===== config.mk =====
export PLATFORM = sky130hd
export DESIGN_NAME = csc_out_sequencer
export DESIGN_NICKNAME = d
export VERILOG_FILES = /design/src/rtl/csc_out_sequencer.sv
export SDC_FILE = /design/constraint.sdc
export NUM_CORES = 1
export LEC_CHECK = 0
export ABC_AREA = 1
export ABC_CLOCK_PERIOD_IN_PS = 6500
export BUFFER_PORTS_ARGS = -buffer_cell sky130_fd_sc_hd__buf_2
export CORE_MARGIN = 5
export CORE_UTILIZATION = 40
export DETAILED_ROUTE_END_ITERATION = 10
export GPL_TIMING_DRIVEN = 0
export PLACE_DENSITY = 0.72
export SYNTH_ARGS = -nofsm -noshare
export SYNTH_HDL_FRONTEND = slang
export SYNTH_SLANG_ARGS = --single-unit

===== constraint.sdc =====
create_clock -name clk -period 6.5 [get_ports clk]
set_input_delay 0.65 -clock clk [delete_from_list [all_inputs] [get_ports clk]]
set_output_delay 0.65 -clock clk [all_outputs]
set_load 0.02 [all_outputs]

===== src/rtl/csc_out_sequencer.sv =====
// csc_out_sequencer: serializes NPIX-pixel YCoCg groups through one shared YCoCg->RGB converter, clamps and streams 12b RGB.
// Optional clamp counter enabled by defining VDCM_CLIP_CNT_EN.
module csc_out_sequencer #(
    parameter int NPIX = 2
`ifdef VDCM_CLIP_CNT_EN
    , parameter int CNT_W = 16
`endif
) (
    input  logic                 clk,
    input  logic                 rst,
    input  logic [3:0]           cfg_bpc,
    input  logic                 cfg_csc_en,
    input  logic                 in_valid,
    output logic                 in_ready,
    input  logic [NPIX*14-1:0]   in_y,
    input  logic [NPIX*14-1:0]   in_co,
    input  logic [NPIX*14-1:0]   in_cg,
    output logic                 out_valid,
    input  logic                 out_ready,
    output logic [11:0]          out_r,
    output logic [11:0]          out_g,
    output logic [11:0]          out_b,
    output logic                 out_last
`ifdef VDCM_CLIP_CNT_EN
    , output logic [CNT_W-1:0]   clip_count
`endif
);
    localparam int IW = NPIX > 1 ? $clog2(NPIX) : 1;
    localparam logic [IW-1:0] LAST = IW'(NPIX - 1);

    typedef enum logic [1:0] {IDLE, RUN, DRAIN} state_t;
    state_t state, state_n;

    logic [IW-1:0] idx;
    logic [3:0] bpc_q, bpc_s;
    logic csc_q, csc_s;
    logic signed [13:0] buf_y [NPIX];
    logic signed [13:0] buf_co [NPIX];
    logic signed [13:0] buf_cg [NPIX];
    logic signed [13:0] cy, cco, ccg, t, gg, bb, rr, vr, vg, vb;
    logic [11:0] maxp;
    logic hs, take, load_in, adv, load;

    function automatic logic [3:0] norm_bpc(input logic [3:0] b);
        return (b == 4'd10 || b == 4'd12) ? b : 4'd8;
    endfunction

    function automatic logic [11:0] clamp(input logic signed [13:0] v, input logic [11:0] m);
        return v[13] ? 12'd0 : ($unsigned(v) > {2'b0, m}) ? m : v[11:0];
    endfunction

    assign hs = out_valid & out_ready;
    assign in_ready = !rst & (state == IDLE | (state == DRAIN & out_ready));
    assign take = in_valid & in_ready;
    // A DRAIN-state accept feeds pixel 0 straight into the converter so consecutive groups have no bubble
    assign load_in = take & (state == DRAIN);
    assign adv = (state == RUN) & (!out_valid | out_ready);
    assign load = adv | load_in;

    always_comb begin
        cy = load_in ? in_y[13:0] : buf_y[idx];
        cco = load_in ? in_co[13:0] : buf_co[idx];
        ccg = load_in ? in_cg[13:0] : buf_cg[idx];
        bpc_s = load_in ? norm_bpc(cfg_bpc) : bpc_q;
        csc_s = load_in ? cfg_csc_en : csc_q;
        maxp = bpc_s == 4'd12 ? 12'hFFF : bpc_s == 4'd10 ? 12'h3FF : 12'h0FF;
        t = cy - (ccg >>> 1);
        gg = ccg + t;
        bb = t - (cco >>> 1);
        rr = bb + cco;
        vr = csc_s ? rr : cy;
        vg = csc_s ? gg : cco;
        vb = csc_s ? bb : ccg;
    end

    always_comb begin
        state_n = state;
        case (state)
            IDLE:    state_n = take ? RUN : IDLE;
            RUN:     state_n = (adv && idx == LAST) ? DRAIN : RUN;
            DRAIN:   state_n = !hs ? DRAIN : !take ? IDLE : (NPIX == 1) ? DRAIN : RUN;
            default: state_n = IDLE;
        endcase
    end

    always_ff @(posedge clk) begin
        if (take)
            for (int i = 0; i < NPIX; i++) begin
                buf_y[i] <= in_y[14*i +: 14];
                buf_co[i] <= in_co[14*i +: 14];
                buf_cg[i] <= in_cg[14*i +: 14];
            end
    end

    always_ff @(posedge clk or posedge rst) begin
        if (rst) begin
            state <= IDLE;
            idx <= '0;
            bpc_q <= 4'd8;
            csc_q <= 1'b1;
            out_valid <= 1'b0;
            out_last <= 1'b0;
            out_r <= '0;
            out_g <= '0;
            out_b <= '0;
        end else begin
            state <= state_n;
            if (take) begin
                bpc_q <= norm_bpc(cfg_bpc);
                csc_q <= cfg_csc_en;
                idx <= load_in ? IW'(1) : '0;
            end else if (adv) begin
                idx <= idx + 1'b1;
            end
            if (load) begin
                out_valid <= 1'b1;
                out_last <= load_in ? 1'(NPIX == 1) : (idx == LAST);
                out_r <= clamp(vr, maxp);
                out_g <= clamp(vg, maxp);
                out_b <= clamp(vb, maxp);
            end else if (hs) begin
                out_valid <= 1'b0;
                out_last <= 1'b0;
            end
        end
    end

`ifdef VDCM_CLIP_CNT_EN
    // Flags travel with the registered pixel and are counted when that pixel is handed off
    logic [2:0] clip_q;
    logic [1:0] nclip;
    logic [CNT_W:0] sum;
    logic clip_r, clip_g, clip_b;

    assign clip_r = vr[13] | ($unsigned(vr) > {2'b0, maxp});
    assign clip_g = vg[13] | ($unsigned(vg) > {2'b0, maxp});
    assign clip_b = vb[13] | ($unsigned(vb) > {2'b0, maxp});
    assign nclip = {1'b0, clip_q[0]} + {1'b0, clip_q[1]} + {1'b0, clip_q[2]};
    assign sum = {1'b0, clip_count} + (CNT_W+1)'(nclip);

    always_ff @(posedge clk or posedge rst) begin
        if (rst) begin
            clip_q <= '0;
            clip_count <= '0;
        end else begin
            if (load)
                clip_q <= {clip_r, clip_g, clip_b};
            if (hs)
                clip_count <= sum[CNT_W] ? '1 : sum[CNT_W-1:0];
        end
    end
`endif
endmodule


* After elaboration in Yosys (flattened, before gate mapping)
Memory sizes are Yosys's and may differ from the RTL's.
Index checks and enable logic that the tools add are counted.
** Cells by class
- Add/sub/neg operators :: 5
- $lt $le $gt $ge :: 3
- Equal/unequal tests :: 6
- Mux-type cells :: 30
- Bitwise logic cells :: 9
- Reduce and logical (&&, ||, !) cells :: 7
** Operators with widths (number)
- 2-to-1 mux 12 bit :: 7
- 2-to-1 mux 14 bit :: 6
- > comparator 14 x 12 -> 1 bit :: 3
- adder 14 bit :: 2
- subtractor 14 x 13 -> 14 bit :: 2
- equality test 4 bit (second input constant) :: 4
- 2-to-1 mux 1 bit :: 11
- 2-to-1 mux 10 bit :: 1
- 2-to-1 mux 4 bit :: 2
- bitwise AND 1 bit :: 6
- case mux 2 bit (3 select lines) :: 1
- 2-to-1 mux 2 bit :: 2
- nonzero test 2 bit :: 2
- bitwise OR 1 bit :: 3
- equality test 2 x 1 -> 1 bit (second input constant) :: 1
- equality test 2 bit (second input constant) :: 1
- logical NOT 1 bit :: 2
- logical NOT 2 bit :: 1
- adder 1 bit (second input constant) :: 1
- logical AND 1 bit :: 1
- logical OR 1 bit :: 1
** Word-level totals
- Register bits after elaboration :: 46
- Memory bits (writable) :: 84
- Output and inout port bits :: 39
- Memories kept :: 3
** Memory list
- buf_cg :: depth 2, bits a word 14, read ports 1, clocked after Yosys merged registers in 0, wr ports 2, line 39 : logic signed [13:0] buf_cg [NPIX];
- buf_co :: depth 2, bits a word 14, read ports 1, clocked after Yosys merged registers in 0, wr ports 2, line 38 : logic signed [13:0] buf_co [NPIX];
- buf_y :: depth 2, bits a word 14, read ports 1, clocked after Yosys merged registers in 0, wr ports 2, line 37 : logic signed [13:0] buf_y [NPIX];

* Logic depth before layout (Yosys ltp)
Gate-level depths: netlist of run 1.
- Depth after elaboration :: 14
- Depth in mapped cells :: 51
- Depth with buffers taken out :: 50

* Worst setup path before layout of run 1
OpenSTA, ideal clock, no wires.
- Path kind :: input port to flip-flop
- Start :: input rst
- End :: register out_r[10]
- Setup time :: 66 ps
- Data arrival time :: 6517 ps
- Setup slack :: -83 ps
- Cell stages on the path :: 48
- Buffers on the path :: 3
- Cells stage by stage :: nor2_2 -> nand4_4 -> buf_6 -> buf_6 -> buf_2 -> a31oi_1 -> ha_1 -> inv_1 -> ha_1 -> inv_1 -> nand3_1 -> nand2_1 -> inv_1 -> ha_1 -> nand2_1 -> nor2_1 -> a211oi_1 -> xnor2_1 -> (+12 left out) -> inv_1 -> o21ai_0 -> nand3_1 -> o21ai_0 -> inv_1 -> ha_1 -> nand2_1 -> nor4_1 -> nand4_1 -> nor3_1 -> o21ai_1 -> nor2_4 -> inv_2 -> nand2_1 -> inv_1 -> nor2_1 -> nand2_1 -> nand2_1
** On the way
- Cells in the longest elaborated chain, start to end :: 12
** Ends and longest elaborated chain
- start, declared :: line 10 : input logic rst,
- logical NOT 1 bit (no source line) (*)
- bitwise AND 1 bit (*) :: line 53 : assign in_ready = !rst & (state == IDLE | (state == DRAIN & out_ready));
- bitwise AND 1 bit (*) :: line 54 : assign take = in_valid & in_ready;
- bitwise AND 1 bit (*) :: line 56 : assign load_in = take & (state == DRAIN);
- 2-to-1 mux 14 bit, on equally long branches :: line 61, 63
- subtractor 14 x 13 -> 14 bit :: line 67 : t = cy - (ccg >>> 1);
- subtractor 14 x 13 -> 14 bit :: line 69 : bb = t - (cco >>> 1);
- adder 14 bit :: line 70 : rr = bb + cco;
- 2-to-1 mux 14 bit :: line 71 : vr = csc_s ? rr : cy;
- > comparator 14 x 12 -> 1 bit :: line 49 : return v[13] ? 12'd0 : ($unsigned(v) > {2'b0, m}) ? m : v[11:0];
- 2-to-1 mux 12 bit (2 in a row) :: line 49
- end signal, assigned :: line 118 : out_r <= clamp(vr, maxp);
- end, declared :: line 20 : output logic [11:0] out_r,
Mark *: on every way between the ends. The rest lies on a longest branch, timed or not.
A chain may end at the register's enable or synchronous reset.

* Worst setup path in the final report of run 1
- Start :: register state[0]
- End :: register out_r[9]
** On the way
- Cells in the longest elaborated chain, start to end :: 14
** Ends and longest elaborated chain
- start, declared :: line 32 : state_t state, state_n;
- start signal, assigned :: line 107 : state <= state_n;
- equality test 2 bit :: line 53, 56
- bitwise AND 1 bit :: line 53
- bitwise OR 1 bit :: line 53
- bitwise AND 1 bit :: line 53
- bitwise AND 1 bit :: line 54
- bitwise AND 1 bit :: line 56
- 2-to-1 mux 14 bit, on equally long branches :: line 61, 63
- subtractor 14 x 13 -> 14 bit :: line 67
- subtractor 14 x 13 -> 14 bit :: line 69
- adder 14 bit :: line 70
- 2-to-1 mux 14 bit :: line 71
- > comparator 14 x 12 -> 1 bit :: line 49
- 2-to-1 mux 12 bit (2 in a row) :: line 49
Parallel ways exist; a longest one is shown, timed or not.

==> summary.md, run 1 <==
| Metric | Value |
|---|---|
| Pin count of the biggest net entering global routing | `48` |
| Layout net count | `1565` |
| CP endpoint | `out_r[9]` |
| Clock sink count | `130` |
| Drt drc | `0` |
| CP Launch Point | `state[0]` |
| Post-Route WL | `27800 microns` |
| Slowest cell on crit path | `dfrtp_2` |
| Asr flop ratio synth | `35.4%` |
| Most common cell in the netlist | `nand2_1` |
| Design Area, Final | `12100 sq um` |
| Setup_tns | `-0.263 ns` |
| Startpoint type of the worst setup path | `flop` |
| Crit. End Element | `flop` |
| FF-to-FF Start | `state[0]` |
| Worst Skew | `0.00754 ns` |
| Yosys top cell by area | `edfxtp_1` |
| Initial core utilization | `40.5%` |
| Die Y | `161 microns` |
| Post-synthesis average cell area | `7.68 sq um` |
| Crit-path max FO | `5` |
| WP depth | `49` |
| Slew @ Worst Pin | `0.844 ns` |
| Post-layout min period | `6.56 ns` |
| Critical Path RT | `6.86 ns` |
| Setup WS post-layout | `-0.0597 ns` |
| Clk_lat worst skew | `0.42 ns` |
| Std-Cell Rows | `55` |
| Max clock buf depth | `2` |
| R2r endpoint | `out_r[9]` |
| Reg2Reg Depth | `49` |
| Failing checks | `setup timing` |
| First-pass GRT wire length | `42100 microns` |
| Share of layout cells above drive strength 1 | `30.7%` |
| RePlAce Congestion | `0.906` |
| Antenna diode count | `0` |
| Cell Area, Placed | `10100 sq um` |
| Max stage delay on crit path | `0.45 ns` |
| Post-synth top cells | `399 x nand2_1, 135 x inv_1, 84 x edfxtp_1` |
| Largest delay share family, worst path | `simple AND/OR/NAND/NOR gates` |
| Pre-antenna DRT Iters | `5` |
| Hold crit path type | `primary input to asynchronous set/reset pin` |
| Final Max Tran Viols | `0` |
| Number of global-route vias before repair | `8403` |
| Top Ports | `132` |
| FMAX | `0.152 GHz` |
| DR iter-0 viols | `892` |
| Via count | `8865` |
| Total global-route track usage | `20.2%` |
| Post-synth top area share | `27.7%` |
| CTS tree | `built` |
| Max cap viols | `0` |
| Final HPWL DP | `19800 microns` |
| Hold slack | `0.111 ns` |
| CP bufs+invs | `12` |
| Cells after Synth | `1185` |
| Final core occ | `53.9%` |
| #FFs+latches synth | `130` |
| Antenna violations before repair | `0` |
| Routed len/inst | `16.3 microns` |
| Internal reg-to-reg setup slack | `-0.06 ns` |
| Vias per cell | `5.20` |
| Seq/Total Area, Yosys | `40.4%` |
| Routed Antenna Nets | `0` |
| YS warnings | `0` |
| Max-Slew Margin vs Limit | `43.2%` |
| Cell Area, Synth | `9110 sq um` |
| Die width | `161 microns` |
| Total grt overflow | `0` |
| CP dominant cell by count | `inv_2` |
| FILL cells | `2040` |
| Final hold violations | `0` |
| Root cell of the clock tree | `clkbuf_16` |
| Number of synthesized flops with an enable pin | `84` |
| Fin crit share | `101%` |
| Core area | `22500 sq um` |
| Final setup vio count | `7` |
| Syn nets | `1342` |
| Area grow syn2layout | `33.1%` |
| Die area | `25900 sq um` |
| Total CTS buffers | `17` |
| Clk slew on worst S/H paths | `0.06 ns` |
| Main synth FF type | `edfxtp_1` |
| CTS H-tree lvls | `4` |
| Arr. time, crit path | `6.92 ns` |
| Synth cell types | `49` |
| Top cells by area in the synthesized netlist | `edfxtp_1 28%, nand2_1 16%, dfrtp_1 12%, ha_1 8.4%, inv_1 5.6%` |
| IO Port Bufs | `131` |
| CP Class | `flop to flop` |
| Status | `finished with violations` |
| RSZ-0062 raised after global routing | `true` |
[kinds of logic (layout without fill, tap and decap cells)]
family | count (synthesis) | after routing | synth area share (%)
buffers and inverters | 176 | 412 | 7.75
xor gates and xnor gates | 24 | 24 | 2.31
and+or+nand+nor | 605 | 605 | 29.0
adders and majority gates | 64 | 64 | 9.04
AOI/OAI and AO/OA | 186 | 186 | 11.6
DFF | 130 | 130 | 40.4
[layout make-up]
cell class                 instances  area (sq um)  share of cell area, %
inverter                         143           548                   4.52
sequential                       130          3680                   30.3
tap                              285           357                   2.94
clock buffer                      17           425                   3.51
clock inverter                    15           168                   1.38
multi-input combinational        879          5390                   44.5
buffer                            33           255                   2.11
timing repair buffer             204          1300                   10.7
[repair_timing]
action,4_1_cts,5_1_grt
setup buffers,47,21
hold buffers,0,0
pin swaps,36,62
cloned,3,1
endpoints found under the setup margin,36,18
gates resized for setup,98,103
[per-stage QoR]
step           worst slack (ns)  std cells
3_3_place_gp              -1.73       1601
2_1_floorplan            0.0213       1185
3_5_place_dp              -1.90       1602
6_report                -0.0597       1706
4_1_cts                0.000405       1684
5_1_grt                  -0.363       1706
[worst min path at each step]
stage	from	to	slack (ns)	cells past startpoint
detailed placement	bpc_q[0]	bpc_q[0]	0.46	2
global route	rst	idx	0.1	2
floorplan	bpc_q[0]	bpc_q[0]	0.43	2
CTS	rst	idx	0.09	2
global placement	bpc_q[0]	bpc_q[0]	0.45	2
finish	rst	idx	0.11	2
[layout by cell type, fill, tap and decap left out, types with 12 or more instances in the layout]
cell       instances
a21oi_1           34
buf_2            138
buf_4             73
clkbuf_16         18
dfrtp_1           43
edfxtp_1          84
ha_1              44
ha_4              15
inv_1            114
inv_2             24
nand2_1          383
nand2_2           22
nand3_1           60
nor2_1            56
o21ai_0           42
o21ai_1           44
o21ai_2           16
or2_2             21
xor2_1            12
[state kept, by name, indices dropped and copies added (netlist names)]
register / count
out_b: 12
out_r: 12
buf_cg: 28
out_valid: 1
buf_y: 28
buf_co: 28
out_g: 12
out_last: 1
idx: 1
state: 2
csc_q: 1
bpc_q: 4
[routing by layer]
layer	GRT usage (%)	wire [microns]	vias to the layer above
li1	-	-	4361
met1	27.3	12300	4059
met2	32.4	12600	378
met3	4.41	1970	67
met4	6.82	894	0
met5	0	0	-
Power of run 1 is not shown: default switching activity piles up to over one toggle a cycle in this logic, so the estimate is an artifact.
==> run 2: changes to the inputs <==
- ABC_AREA: 1 -> 0
- PLACE_DENSITY: 0.72 -> 0.73
==> run 2 against run 1 <==
The flow still finishes with violations (setup timing). Sequential share of layout area rose by 0.75 points. Clock-buffer cell count did not move. Synthesized area fell by 1.6%. Wire length fell by 3.6%. Worst hold slack improved by 0.046 ns. Worst setup slack got worse by 0.55 ns.
==> summary.md, run 2 <==
| Metric | Value |
|---|---|
| Cells after Synth | `920 (was 1185)` |
| Internal reg-to-reg setup slack | `-0.60 ns (was -0.06 ns)` |
| RSZ-0062 raised after global routing | `true (unchanged)` |
| Cell Area, Synth | `8960 sq um (was 9110 sq um)` |
| Crit-path max FO | `6 (was 5)` |
| Total grt overflow | `0 (unchanged)` |
| Slowest cell on crit path | `dfrtp_2 (unchanged)` |
| Post-synth top area share | `28.1% (was 27.7%)` |
| Arr. time, crit path | `7.45 ns (was 6.92 ns)` |
| Setup WS post-layout | `-0.605 ns (was -0.0597 ns)` |
| Final Max Tran Viols | `0 (unchanged)` |
| Main synth FF type | `edfxtp_1 (unchanged)` |
| FMAX | `0.141 GHz (was 0.152 GHz)` |
| FILL cells | `1930 (was 2040)` |
| Total global-route track usage | `20.1% (was 20.2%)` |
| Antenna diode count | `0 (unchanged)` |
| Critical Path RT | `6.84 ns (was 6.86 ns)` |
| Most common cell in the netlist | `nand2_1 (unchanged)` |
| Hold slack | `0.158 ns (was 0.111 ns)` |
| Root cell of the clock tree | `clkbuf_16 (unchanged)` |
| Hold crit path type | `primary input to asynchronous set/reset pin (unchanged)` |
| Synth cell types | `83 (was 49)` |
| Status | `finished with violations (unchanged)` |
| Pin count of the biggest net entering global routing | `51 (was 48)` |
| CTS tree | `built (unchanged)` |
| RePlAce Congestion | `0.934 (was 0.906)` |
| Die area | `25500 sq um (was 25900 sq um)` |
| Asr flop ratio synth | `35.4% (unchanged)` |
| Largest regs | `buf_cg: 28 flops, buf_co: 28 flops, buf_y: 28 flops (unchanged)` |
| Area grow syn2layout | `32.0% (was 33.1%)` |
| Vias per cell | `5.58 (was 5.20)` |
| Via count | `7963 (was 8865)` |
| Final hold violations | `0 (unchanged)` |
| Top cells by area in the synthesized netlist | `edfxtp_1 28%, dfrtp_1 12%, ha_1 8.5%, mux2i_1 6.7%, nand2_1 4.1% (was edfxtp_1 28%, nand2_1 16%, dfrtp_1 12%, ha_1 8.4%, inv_1 5.6%)` |
| Max cap viols | `0 (unchanged)` |
| Number of synthesized flops with an enable pin | `84 (unchanged)` |
| Post-synthesis average cell area | `9.74 sq um (was 7.68 sq um)` |
| #FFs+latches synth | `130 (unchanged)` |
| YS warnings | `0 (unchanged)` |
| Share of layout cells above drive strength 1 | `32.7% (was 30.7%)` |
| Max-Slew Margin vs Limit | `26.9% (was 43.2%)` |
| Max clock buf depth | `2 (unchanged)` |
| Reg2Reg Depth | `38 (was 49)` |
| Top Ports | `132 (unchanged)` |
| Drt drc | `0 (unchanged)` |
| DR iter-0 viols | `688 (was 892)` |
| Seq/Total Area, Yosys | `41.0% (was 40.4%)` |
| Fin crit share | `109% (was 101%)` |
| Finished Layout Cells | `1427 (was 1706)` |
| Die width | `160 microns (was 161 microns)` |
| Layout net count | `1291 (was 1565)` |
| CTS H-tree lvls | `4 (unchanged)` |
| Most common cell after layout, fill and taps aside | `buf_2 (was nand2_1)` |
| Antenna violations before repair | `0 (unchanged)` |
| Routed len/inst | `18.8 microns (was 16.3 microns)` |
| Routed Antenna Nets | `0 (unchanged)` |
| Post-Route WL | `26800 microns (was 27800 microns)` |
| Worst Skew | `0.00750 ns (was 0.00754 ns)` |
| CP Class | `flop to flop (unchanged)` |
| Core area | `22000 sq um (was 22500 sq um)` |
| Total CTS buffers | `17 (unchanged)` |
| Pre-antenna DRT Iters | `5 (unchanged)` |
| Inst Count DP | `1333 (was 1602)` |
| IO Port Bufs | `131 (unchanged)` |
| Post-synth top cells | `98 x nand2_1, 84 x edfxtp_1, 75 x nor2_1 (was 399 x nand2_1, 135 x inv_1, 84 x edfxtp_1)` |
| Failing checks | `setup timing (unchanged)` |
| Startpoint type of the worst setup path | `flop (unchanged)` |
| Initial core utilization | `40.8% (was 40.5%)` |
| Slew @ Worst Pin | `1.09 ns (was 0.844 ns)` |
| Final HPWL DP | `19800 microns (about the same)` |
| Most frequent cells in the layout | `139 x buf_2, 93 x nand2_1, 84 x edfxtp_1 (was 383 x nand2_1, 138 x buf_2, 114 x inv_1)` |
| Die Y | `160 microns (was 161 microns)` |
| Std-Cell Rows | `54 (was 55)` |
| Clock sink count | `130 (unchanged)` |
| Syn nets | `1077 (was 1342)` |
| Max stage delay on crit path | `0.41 ns (was 0.45 ns)` |
| Number of global-route vias before repair | `7757 (was 8403)` |
| Post-layout min period | `7.10 ns (was 6.56 ns)` |
| CP dominant cell by count | `a21oi_2 (was inv_2)` |
| Yosys top cell by area | `edfxtp_1 (unchanged)` |
| First-pass GRT wire length | `41000 microns (was 42100 microns)` |
| Clk_lat worst skew | `0.43 ns (was 0.42 ns)` |
| Crit. End Element | `flop (unchanged)` |
| Final setup vio count | `24 (was 7)` |
| Clk slew on worst S/H paths | `0.06 ns (about the same)` |
[run 2: timing repair]
item	in CTS	in global routing
pin swaps	47	65
endpoints found under the setup margin	36	36
hold buffers	0	0
gates cloned	1	0
buffers inserted	37	25
resized for setup	82	59
[run 2: final timing paths]
path,startpoint,endpoint
setup reg to reg,state[0],out_r[8]
max in group asynchronous,rst,csc_q
hold reg to reg,out_g[3],out_g[3]
min in group clk,in_co[17],buf_co[1][3]
setup / recovery,state[0],out_r[8]
hold / removal,rst,bpc_q[1]
[run 2: logic make-up after synthesis]
family	count (synthesis)	synth area share [%]
buffers and inverters	87	3.98
adder cells (fa/ha/maj)	64	9.19
AND/OR/NAND/NOR	260	14.1
XOR/XNOR	50	4.97
flip-flops	130	41.0
multiplexers	69	7.89
AO/OA/AOI/OAI	260	18.8
[run 2: per-stage QoR]
step	util, %	cell area [sq um]	setup WS [ns]	TNS, ns
global route	53.9	11800	-0.915	-18.71
floorplan	-	9060	-0.284	-2.98
CTS	51.7	11300	-0.393	-5.98
global placement	45.9	10100	-1.59	-34.69
detailed placement	46.1	10100	-1.63	-37.25
finish	53.9	11800	-0.605	-9.90
[run 2: worst max-delay path: cells and delay by family (launching register included)]
kind | cells | cell delay, ns
xor gates and xnor gates | 2 | 0.36
AOI/OAI and AO/OA | 13 | 2.46
DFF | 1 | 0.41
and+or+nand+nor | 10 | 1.71
buffers and inverters | 8 | 1.00
muxes | 1 | 0.10
adders and majority gates | 4 | 0.98
[run 2: metal layers]
layer  GRT usage [%]  up-vias  wire length [microns]
met3            4.92       54                   2130
met5               0        -                      0
met4            7.26        0                    749
met1            27.8     3784                  12100
met2            30.9      336                  11800
li1                -     3789                      -
[run 2: area by class of cell]
cell class / count / area (sq um) / area share [%]
multi-input cells: 703 / 5530 / 46.8
flip-flops and latches: 130 / 3680 / 31.1
repair buffers: 195 / 1190 / 10.0
clock buffers: 17 / 425 / 3.60
well taps: 280 / 350 / 2.96
plain buffers: 36 / 270 / 2.28
inverters: 51 / 206 / 1.75
clock inverters: 15 / 179 / 1.51
Power of run 2 is left out for the same reason.
